$ cat src/rtl/hilo_divider_pkg.sv
// Shared CPU definitions for the HI/LO divide unit: default operand width and FSM encoding.
// Pure declarations; no logic, no latency, no flow control.
package hilo_divider_pkg;

   localparam int DEFAULT_WIDTH = 32;

   typedef enum logic [1:0] {
      IDLE = 2'd0,
      RUN  = 2'd1,
      DONE = 2'd2
   } div_state_e;

endpackage

$ cat src/rtl/hilo_divider_div_step.sv
// One restoring-division iteration on magnitudes: shift in the next dividend bit, trial subtract, restore.
// Purely combinational, zero latency; no flow control.
module div_step #(
   parameter int WIDTH = 32
) (
   input  logic [WIDTH-1:0] rem_in,
   input  logic [WIDTH-1:0] quo_in,
   input  logic [WIDTH-1:0] divisor_mag,
   output logic [WIDTH-1:0] rem_out,
   output logic [WIDTH-1:0] quo_out
);

   logic [WIDTH:0] shifted;
   logic [WIDTH:0] diff;

   // With rem_in < divisor_mag the trial difference fits in WIDTH+1 bits, so its MSB is the borrow.
   always_comb begin
      shifted = {rem_in, quo_in[WIDTH-1]};
      diff    = shifted - {1'b0, divisor_mag};
      if (diff[WIDTH]) begin
         rem_out = shifted[WIDTH-1:0];
         quo_out = {quo_in[WIDTH-2:0], 1'b0};
      end else begin
         rem_out = diff[WIDTH-1:0];
         quo_out = {quo_in[WIDTH-2:0], 1'b1};
      end
   end

endmodule

$ cat src/rtl/hilo_divider.sv
// Iterative signed/unsigned divider producing LO (quotient) and HI (remainder).
// Fixed latency: done pulses WIDTH+1 cycles after start; busy stalls the pipeline during RUN, cancel aborts.
module hilo_divider
   import hilo_divider_pkg::*;
#(
   parameter int WIDTH = DEFAULT_WIDTH
) (
   input  logic             clock,
   input  logic             reset,
   input  logic             op_div,
   input  logic             op_divu,
   input  logic             cancel,
   input  logic [WIDTH-1:0] dividend,
   input  logic [WIDTH-1:0] divisor,
   output logic             busy,
   output logic             done,
   output logic [WIDTH-1:0] quotient,
   output logic [WIDTH-1:0] remainder
);

   localparam int CNT_W = (WIDTH > 1) ? $clog2(WIDTH) : 1;
   localparam logic [CNT_W-1:0] LAST_ITER = CNT_W'(WIDTH - 1);

   div_state_e       state_q, state_d;
   logic [CNT_W-1:0] cnt_q, cnt_d;
   logic [WIDTH-1:0] rem_q, rem_d;
   logic [WIDTH-1:0] quo_q, quo_d;
   logic [WIDTH-1:0] dvs_q, dvs_d;
   logic [WIDTH-1:0] dvd_q, dvd_d;
   logic             qneg_q, qneg_d;
   logic             rneg_q, rneg_d;
   logic             div0_q, div0_d;
   logic [WIDTH-1:0] res_quo_q, res_quo_d;
   logic [WIDTH-1:0] res_rem_q, res_rem_d;
   logic [WIDTH-1:0] quotient_q, quotient_d;
   logic [WIDTH-1:0] remainder_q, remainder_d;

   logic [WIDTH-1:0] step_rem, step_quo;
   logic             start_signed, dvd_neg, dvs_neg;

   div_step #(.WIDTH(WIDTH)) u_div_step (
      .rem_in      (rem_q),
      .quo_in      (quo_q),
      .divisor_mag (dvs_q),
      .rem_out     (step_rem),
      .quo_out     (step_quo)
   );

   always_comb begin
      state_d      = state_q;
      cnt_d        = cnt_q;
      rem_d        = rem_q;
      quo_d        = quo_q;
      dvs_d        = dvs_q;
      dvd_d        = dvd_q;
      qneg_d       = qneg_q;
      rneg_d       = rneg_q;
      div0_d       = div0_q;
      res_quo_d    = res_quo_q;
      res_rem_d    = res_rem_q;
      quotient_d   = quotient_q;
      remainder_d  = remainder_q;
      start_signed = op_div;
      dvd_neg      = op_div & dividend[WIDTH-1];
      dvs_neg      = op_div & divisor[WIDTH-1];

      case (state_q)
         IDLE: begin
            if ((op_div || op_divu) && !cancel) begin
               state_d = RUN;
               cnt_d   = '0;
               rem_d   = '0;
               quo_d   = dvd_neg ? (~dividend + 1'b1) : dividend;
               dvs_d   = dvs_neg ? (~divisor + 1'b1) : divisor;
               dvd_d   = dividend;
               qneg_d  = start_signed & (dividend[WIDTH-1] ^ divisor[WIDTH-1]);
               rneg_d  = dvd_neg;
               div0_d  = (divisor == '0);
            end
         end
         RUN: begin
            if (cancel) begin
               state_d = IDLE;
            end else begin
               rem_d = step_rem;
               quo_d = step_quo;
               cnt_d = cnt_q + 1'b1;
               if (cnt_q == LAST_ITER) begin
                  state_d = DONE;
                  // Divide-by-zero bypasses sign fix-up so remainder is the raw dividend.
                  if (div0_q) begin
                     res_quo_d = '1;
                     res_rem_d = dvd_q;
                  end else begin
                     res_quo_d = qneg_q ? (~step_quo + 1'b1) : step_quo;
                     res_rem_d = rneg_q ? (~step_rem + 1'b1) : step_rem;
                  end
               end
            end
         end
         DONE: begin
            state_d = IDLE;
            if (!cancel) begin
               quotient_d  = res_quo_q;
               remainder_d = res_rem_q;
            end
         end
         default: state_d = IDLE;
      endcase
   end

   always_ff @(posedge clock) begin
      if (reset) begin
         state_q     <= IDLE;
         cnt_q       <= '0;
         rem_q       <= '0;
         quo_q       <= '0;
         dvs_q       <= '0;
         dvd_q       <= '0;
         qneg_q      <= 1'b0;
         rneg_q      <= 1'b0;
         div0_q      <= 1'b0;
         res_quo_q   <= '0;
         res_rem_q   <= '0;
         quotient_q  <= '0;
         remainder_q <= '0;
      end else begin
         state_q     <= state_d;
         cnt_q       <= cnt_d;
         rem_q       <= rem_d;
         quo_q       <= quo_d;
         dvs_q       <= dvs_d;
         dvd_q       <= dvd_d;
         qneg_q      <= qneg_d;
         rneg_q      <= rneg_d;
         div0_q      <= div0_d;
         res_quo_q   <= res_quo_d;
         res_rem_q   <= res_rem_d;
         quotient_q  <= quotient_d;
         remainder_q <= remainder_d;
      end
   end

   // Results are presented in the DONE cycle itself so they are valid alongside the done pulse.
   assign busy      = (state_q == RUN);
   assign done      = (state_q == DONE) && !cancel && !reset;
   assign quotient  = done ? res_quo_q : quotient_q;
   assign remainder = done ? res_rem_q : remainder_q;

endmodule

$ cat config.mk
export PLATFORM = sky130hd
export DESIGN_NAME = hilo_divider
export DESIGN_NICKNAME = d
export VERILOG_FILES = /design/src/rtl/hilo_divider_pkg.sv /design/src/rtl/hilo_divider_div_step.sv /design/src/rtl/hilo_divider.sv
export SDC_FILE = /design/constraint.sdc
export NUM_CORES = 1
export LEC_CHECK = 0
export BUFFER_PORTS_ARGS = -buffer_cell sky130_fd_sc_hd__buf_2
export CORE_AREA = 8 8 197 199
export CTS_CLUSTER_SIZE = 28
export DETAILED_ROUTE_END_ITERATION = 10
export DIE_AREA = 0 0 205 207
export GPL_ROUTABILITY_DRIVEN = 0
export SETUP_SLACK_MARGIN = 0.1
export SLEW_MARGIN = 25
export SYNTH_ARGS = -nofsm -noshare
export SYNTH_HDL_FRONTEND = slang
export SYNTH_SLANG_ARGS = --single-unit
$ cat constraint.sdc
create_clock -name clock -period 5.14 [get_ports clock]
set_input_delay 0 -clock clock [delete_from_list [all_inputs] [get_ports clock]]
set_output_delay 0 -clock clock [all_outputs]
set_load 0.01 [all_outputs]
### After elaboration in Yosys (flattened, before gate mapping)

Index checks and enable logic that the tools add are counted.
Widths: inputs -> output; s select.

| word-level totals | value |
|---|---|
| output and inout port bits | 66 |
| word-level logic and storage cells | 71 |
| register bits | 266 |

| cells by class | value |
|---|---|
| reduce and logical (&&, ||, !) cells | 14 |
| muxes and demuxes | 23 |
| equality and inequality tests | 6 |
| add/sub/neg operators | 6 |
| bitwise logic cells | 9 |

Operator list:

| kind | number |
|---|---|
| $mux 32 | 13 |
| $add 32x1->32 const B | 4 |
| $not 32->32 | 4 |
| $pmux 32 s2 | 2 |
| $sub 33x32->33 | 1 |
| $logic_not 32->1 | 1 |
| $mux 5 | 2 |
| $pmux 5 s2 | 1 |
| $mux 2 | 3 |
| $reduce_and 2->1 | 3 |
| $reduce_and 3->1 | 2 |
| $add 5x1->5 const B | 1 |
| $eq 5x5->1 const B | 1 |
| $ne 2x2->1 const B | 2 |
| $pmux 2 s2 | 1 |
| $and 1x1->1 | 3 |
| $logic_and 1x1->1 | 3 |
| $ne 3x2->1 const B | 1 |
| $eq 2x1->1 const B | 1 |
| $eq 2x2->1 const B | 1 |
| $logic_not 1->1 | 2 |
| $logic_not 2->1 | 1 |
| $reduce_bool 2->1 | 1 |
| $logic_or 1x1->1 | 1 |
| 3 further kinds | 3 |

### Logic depth before layout (Yosys ltp)

| depth | value |
|---|---|
| depth in word-level cells | 6 |
| gate-level depth with buffers | 26 |
| gate-level depth less buffers | 22 |

### Hierarchy

From an unflattened synthesis, not the netlist that was laid out.

| second synthesis, totals | value |
|---|---|
| cells, all modules | 2039 |
| area, all modules | 15747.6 um2 |

Modules (own cells, without submodules):

| module | seq. area each (um2) | instances | area an instance (um2) | cells an instance |
|---|---|---|---|---|
| hilo_divider | 5325.1 | 1 | 13259.0 | 1697 |
| div_step | 0.0 | 1 | 2488.6 | 342 |

### Worst setup path after synthesis

OpenSTA, ideal clock, no wires.

| timing | value |
|---|---|
| path kind | register to register |
| start point | register quo_q[31] |
| end point | register res_rem_q[30] |
| arrival time | 5.229 ns |
| cell stages (with the launch flop) | 26 |
| library setup time | 0.095 ns |
| slack | -0.184 ns |
| cells stage by stage | dfxtp_1 > inv_1 > ha_1 > inv_1 > fa_1 > a211o_1 > a21o_1 > o211ai_1 > a21oi_1 > o211a_1 > buf_6 > inv_1 > clkbuf_1 > clkbuf_1 > buf_1 > o21ai_0 > inv_1 > ha_1 > nand2_1 > nor4_1 > nand4_1 > o31a_1 > or4_1 > o21ai_0 > xor2_1 > a221oi_1 |

| between the ends | value |
|---|---|
| longest elaborated chain between the ends | 6 |

Ends and longest elaborated chain:

| element | RTL line | source |
|---|---|---|
| start: declaration | hilo_divider.sv:27 | `logic [WIDTH-1:0] quo_q, quo_d;` |
| start signal: assignment | hilo_divider.sv:131 | `quo_q <= quo_d;` |
| $sub 33x32->33 | hilo_divider_div_step.sv:19 | `diff = shifted - {1'b0, divisor_mag};` |
| $mux 32 (*) | hilo_divider_div_step.sv:20 | `if (diff[WIDTH]) begin` |
| $not 32->32 | hilo_divider.sv:96 | `res_rem_d = rneg_q ? (~step_rem + 1'b1) : step_rem;` |
| $add 32x1->32 | hilo_divider.sv:96 |  |
| $mux 32 (*) | hilo_divider.sv:96 |  |
| $mux 32 (*) | hilo_divider.sv:91 | `if (div0_q) begin` |
| end signal: assignment | hilo_divider.sv:138 | `res_rem_q <= res_rem_d;` |
| end: declaration | hilo_divider.sv:34 | `logic [WIDTH-1:0] res_rem_q, res_rem_d;` |

Mark *: on every way between the ends. The rest lies on a longest branch, timed or not.
A chain may end at the register's enable or synchronous reset.

### Final worst setup path

| timing | value |
|---|---|
| start point | register quo_q[31] |
| end point | register res_quo_q[28] |

| between the ends | value |
|---|---|
| longest elaborated chain between the ends | 6 |

Ends and longest elaborated chain:

| element | RTL line | source |
|---|---|---|
| $sub 33x32->33 | hilo_divider_div_step.sv:19 |  |
| $mux 1 | hilo_divider_div_step.sv:20 |  |
| $not 32->32 | hilo_divider.sv:95 | `res_quo_d = qneg_q ? (~step_quo + 1'b1) : step_quo;` |
| $add 32x1->32 | hilo_divider.sv:95 |  |
| $mux 32 | hilo_divider.sv:95 |  |
| $mux 32 | hilo_divider.sv:91 |  |
| end signal: assignment | hilo_divider.sv:137 | `res_quo_q <= res_quo_d;` |
| end: declaration | hilo_divider.sv:33 | `logic [WIDTH-1:0] res_quo_q, res_quo_d;` |

No other way between the ends.

==> summary.md <==
| Metric | Value |
|---|---|
| Vertical extent of the die | `207 um` |
| Clock latency on the worst-skew pair | `approximately 0.56 ns` |
| Dominant cell type by area after synthesis | `dfxtp_1` |
| Total wire length | `49,000 um` |
| Gate power share | `0.158` |
| Total number of vias | `15,314` |
| Number of synthesized flops with an enable pin | `0` |
| Longest Clk Path Bufs | `3` |
| Count of clock tree sinks | `about 270` |
| Mapped Area | `0.0157 mm^2` |
| Placed cell area | `around 0.017 mm^2` |
| Width of the chip | `about 200 um` |
| Worst Path Max Fanout | `4` |
| Most frequent cells in the layout | `nand2_1 (324), dfxtp_1 (265), nor2_1 (250)` |
| Minimum period implied by the final worst setup slack | `a little under 5 ns` |
| Leakage dissipation | `just over 0.007 uW` |
| Category of the worst setup path capture point | `flip-flop` |
| Share of cells above drive strength 1 | `0.142` |
| Number of diodes added for antenna fixing | `0` |
| CTS buffer count | `30` |
| Switching part of the total | `0.275` |
| Detailed-router iteration count before antenna repair | `6` |
| Vias in the first global route | `about 14,000` |
| Number of standard cells in the layout, taps in and fillers out | `approximately 2,700` |
| Placeable core area | `around 0.036 mm^2` |
| Kind of cell adding the most delay to the critical path | `compound AO/OA/AOI/OAI gates` |
| Leading cell type in the layout, fill and taps excluded | `nand2_1` |
| Total congestion overflow after global routing | `0` |
| Async set or reset register ratio after synthesis | `0` |
| Internal power component | `3840 uW` |
| Period utilisation layout | `0.934` |
| Die Footprint | `around 0.042 mm^2` |
| Post-synth top flop | `dfxtp_1` |
| Starting utilization of the core area | `0.438` |
| Multi-input gate area in the final layout | `0.00972 mm^2` |
| Critical path data required time | `~5.6 ns` |
| Most frequent CP cell | `inv_1` |
| Per-instance average area after synthesis | `7.59 um^2` |
| Critical Path Max Stage Delay | `a little under 0.6 ns` |
| Synth warn | `0` |
| Sequential cell area | `between 0.005 and 0.006 mm^2` |
| Setup crit start | `quo_q[31]` |
| Remaining number of nets flagged by the antenna check after routing | `0` |
| Number of filler cells placed in the layout | `~3,500` |
| Worst setup SP type | `flip-flop` |
| All-Layer GR Usage | `0.220` |
| Min-delay src | `cancel` |
| Layout area overhead | `18.3%` |
| Clock skew | `0.0118 ns` |
| Seq pwr share | `0.412` |
| Number of max-capacitance violations reported | `0` |
| Number of nets in the final layout | `about 2,300` |
| Highest Clock Rate | `approximately 210 MHz` |
| Number of nets in the synthesized netlist | `2,181` |
| Worst Max-Slew Pin Slew | `approximately 0.93 ns` |
| Cell count after synthesis | `around 2,100` |
| Setup repair after global routing missed its margin | `false` |
| Routed vias/inst | `between 5 and 6` |
| Final Hold Vio Count | `0` |
| Placement row count | `70` |
| Data arrival time at the worst-slack endpoint | `5.27 ns` |
| Worst flop-to-flop path endpoint | `res_quo_q[28]` |
| Pin count of the biggest net entering global routing | `187` |
| Placed cells | `about 2,600` |
| Buffers & Inverters on Critical Path | `4` |
| Quantity of I/O buffers inserted on ports | `134` |
| Post-DP HPWL | `between 30,000 and 40,000 um` |
| End-of-flow core utilization | `0.519` |
| Initial antenna violation count | `1` |
| Maximum level of the CTS H-tree | `1` |
| Power density over the cells | `about 280 mW/mm^2` |
| Cell breakdown of the critical path | `inv_1 -> ha_1 -> inv_1 -> fa_1 -> a211o_1 -> a21o_1 -> o211ai_1 -> a21oi_1 -> o211a_4 -> inv_1 -> buf_4 -> ha_1 -> nand4_1 -> or4_4 -> or4_4 -> o31ai_1 -> xor2_1 -> a211oi_1` |
| Count of state elements after synthesis | `between 200 and 300` |
| Count of cells along the worst register-to-register path | `18` |
| Number of endpoints failing setup at the final stage | `0` |
| Number of library cell types mapped by synthesis | `76` |
| First-pass GRT wire length | `approximately 78,000 um` |
| Cell at the root of the clock tree | `clkbuf_16` |
| Relative slew margins | `0.380` |
| Clock tree from TritonCTS | `built` |
| Clock power share | `0.430` |
| Non-Filler Cell Area, Final | `~0.019 mm^2` |
| Share of the yosys chip area belonging to registers | `0.338` |
| Largest voltage drop on the vdd net | `roughly 0.24 mV` |
| DRC violation count after routing | `0` |
| Slowest cell on the critical path | `or4_4` |
| Clock-pin slew on the worst setup and hold paths | `approximately 0.060 ns` |
| RR Startpoint | `quo_q[31]` |
| Critical path capture point | `res_quo_q[28]` |
| Worst setup path category | `reg2reg` |
| Outcome | `finished clean` |
| Worst reg2reg setup slack | `~0.34 ns` |
| I/O pins | `135` |
| Post-synth top area share | `0.338` |
| Worst path depth | `18` |
| Max Transition Viols Final | `0` |
| Number of violations reported at the end of detailed-routing iteration 0 | `about 1,500` |
| Fin Setup TNS | `0 ns` |
| Class of the most critical hold timing path | `in2reg` |
| Wire per inst | `between 15 and 20 um` |
| Net switching power | `1460 uW` |
| Dominant cells by area after synthesis | `dfxtp_1 (34%), nand2_1 (7.7%), a21oi_1 (7.2%), nor2_1 (6.0%), mux2_2 (5.1%)` |
-- cell usage after synthesis, types with 3 or more instances --
master,number
xnor2_1,49
nor3_1,28
mux2i_1,20
nand3_1,22
or2_2,5
ha_1,38
nor2_1,253
xor2_1,71
nand4_1,14
o22ai_1,6
o211ai_1,18
a211o_1,5
a22oi_1,22
dfxtp_1,266
o31ai_1,19
a221oi_1,6
a21oi_1,228
buf_1,11
a31o_2,3
buf_4,3
nor4_1,28
a211oi_1,89
nor2b_1,4
o21a_1,6
mux2_2,71
o21ai_0,91
nand3b_1,3
or4_1,15
and3_1,14
a41oi_1,3
and2_1,11
a31oi_1,12
a21o_1,11
o41ai_1,12
or3_1,28
nor4b_1,4
and4_1,3
a311oi_1,25
inv_1,51
nand2b_1,10
nand2_1,325
buf_2,8
clkbuf_1,120
-- sequential cells by signal, summed over array words and instances (netlist names) --
| name | flops |
|---|---|
| quo_q | 32 |
| dvd_q | 32 |
| dvs_q | 32 |
| res_quo_q | 32 |
| rneg_q | 1 |
| rem_q | 32 |
| res_rem_q | 32 |
| qneg_q | 1 |
| cnt_q | 5 |
| div0_q | 1 |
| state_q | 2 |
| quotient_q | 32 |
| remainder_q | 32 |
-- logic make-up (layout without fill, tap and decap cells) --
| group | Yosys count | count (layout) | share of synthesized area |
|---|---|---|---|
| mux | 91 | 91 | 0.0635 |
| simple gates | 776 | 776 | 0.217 |
| buf+inv | 196 | 350 | 0.0486 |
| fa+ha+maj | 39 | 39 | 0.0315 |
| flops | 266 | 266 | 0.338 |
| xor+xnor | 120 | 120 | 0.0668 |
| compound gates | 585 | 585 | 0.234 |
-- worst reg2reg max path: stages (launching register included) --
cell and delay (ns):
dfxtp_1 0.33, inv_1 0.08, ha_1 0.16, inv_1 0.05, fa_1 0.40, a211o_1 0.32, a21o_1 0.20, o211ai_1 0.26
a21oi_1 0.13, o211a_4 0.29, inv_1 0.13, buf_4 0.15, ha_1 0.22, nand4_1 0.22, or4_4 0.58, or4_4 0.48
o31ai_1 0.33, xor2_1 0.12, a211oi_1 0.24
-- timing repair --
item / in CTS / in global routing
hold endpoints to repair: 102 / 0
resized for setup: 0 / 7
setup endpoints to repair: 0 / 9
setup buffers: 0 / 2
hold buffers: 80 / 0
-- metal layers --
layer	up-vias	routed length, um	track usage
met5	-	16	0
met4	2	1470	0.0698
met3	88	2750	0.0311
met2	436	21300	0.340
met1	7123	23500	0.312
li1	7665	-	-
-- power groups by stage --
stage | registers, uW | clock network (uW) | logic (uW)
2_1_floorplan | 2210 | 0 | 551
3_3_place_gp | 2230 | 0 | 753
3_5_place_dp | 2230 | 0 | 759
4_1_cts | 2180 | 2320 | 816
5_1_grt | 2190 | 2400 | 919
6_report | 2180 | 2280 | 835
-- through the flow --
stage / hold slack (ns) / total power [uW] / setup WS [ns]
2_1_floorplan: 0.136 / 2760 / 0.133
4_1_cts: 0.0210 / 5320 / 0.176
6_report: 0.0522 / 5300 / 0.338
3_5_place_dp: 0.293 / 2990 / 0.211
3_3_place_gp: 0.287 / 2980 / 0.384
5_1_grt: 0.0713 / 5510 / 0.102
-- cell type report --
cell class,instances,area share
sequential,266,0.286
tap,468,0.0314
multi-input combinational,1611,0.522
inverter,52,0.0105
clock inverter,11,0.00853
timing repair buffer,246,0.0937
clock buffer,41,0.0480
-- worst min path at each step --
stage	end	slack (ns)	depth (start not counted)
CTS	dvd_q[1]	0.02	5
finish	rneg_q	0.05	5
global placement	dvd_q[30]	0.29	3
floorplan	dvd_q[29]	0.14	2
global route	dvd_q[11]	0.07	5
detailed placement	dvd_q[1]	0.29	3
Power figures use the tool's default switching activity.
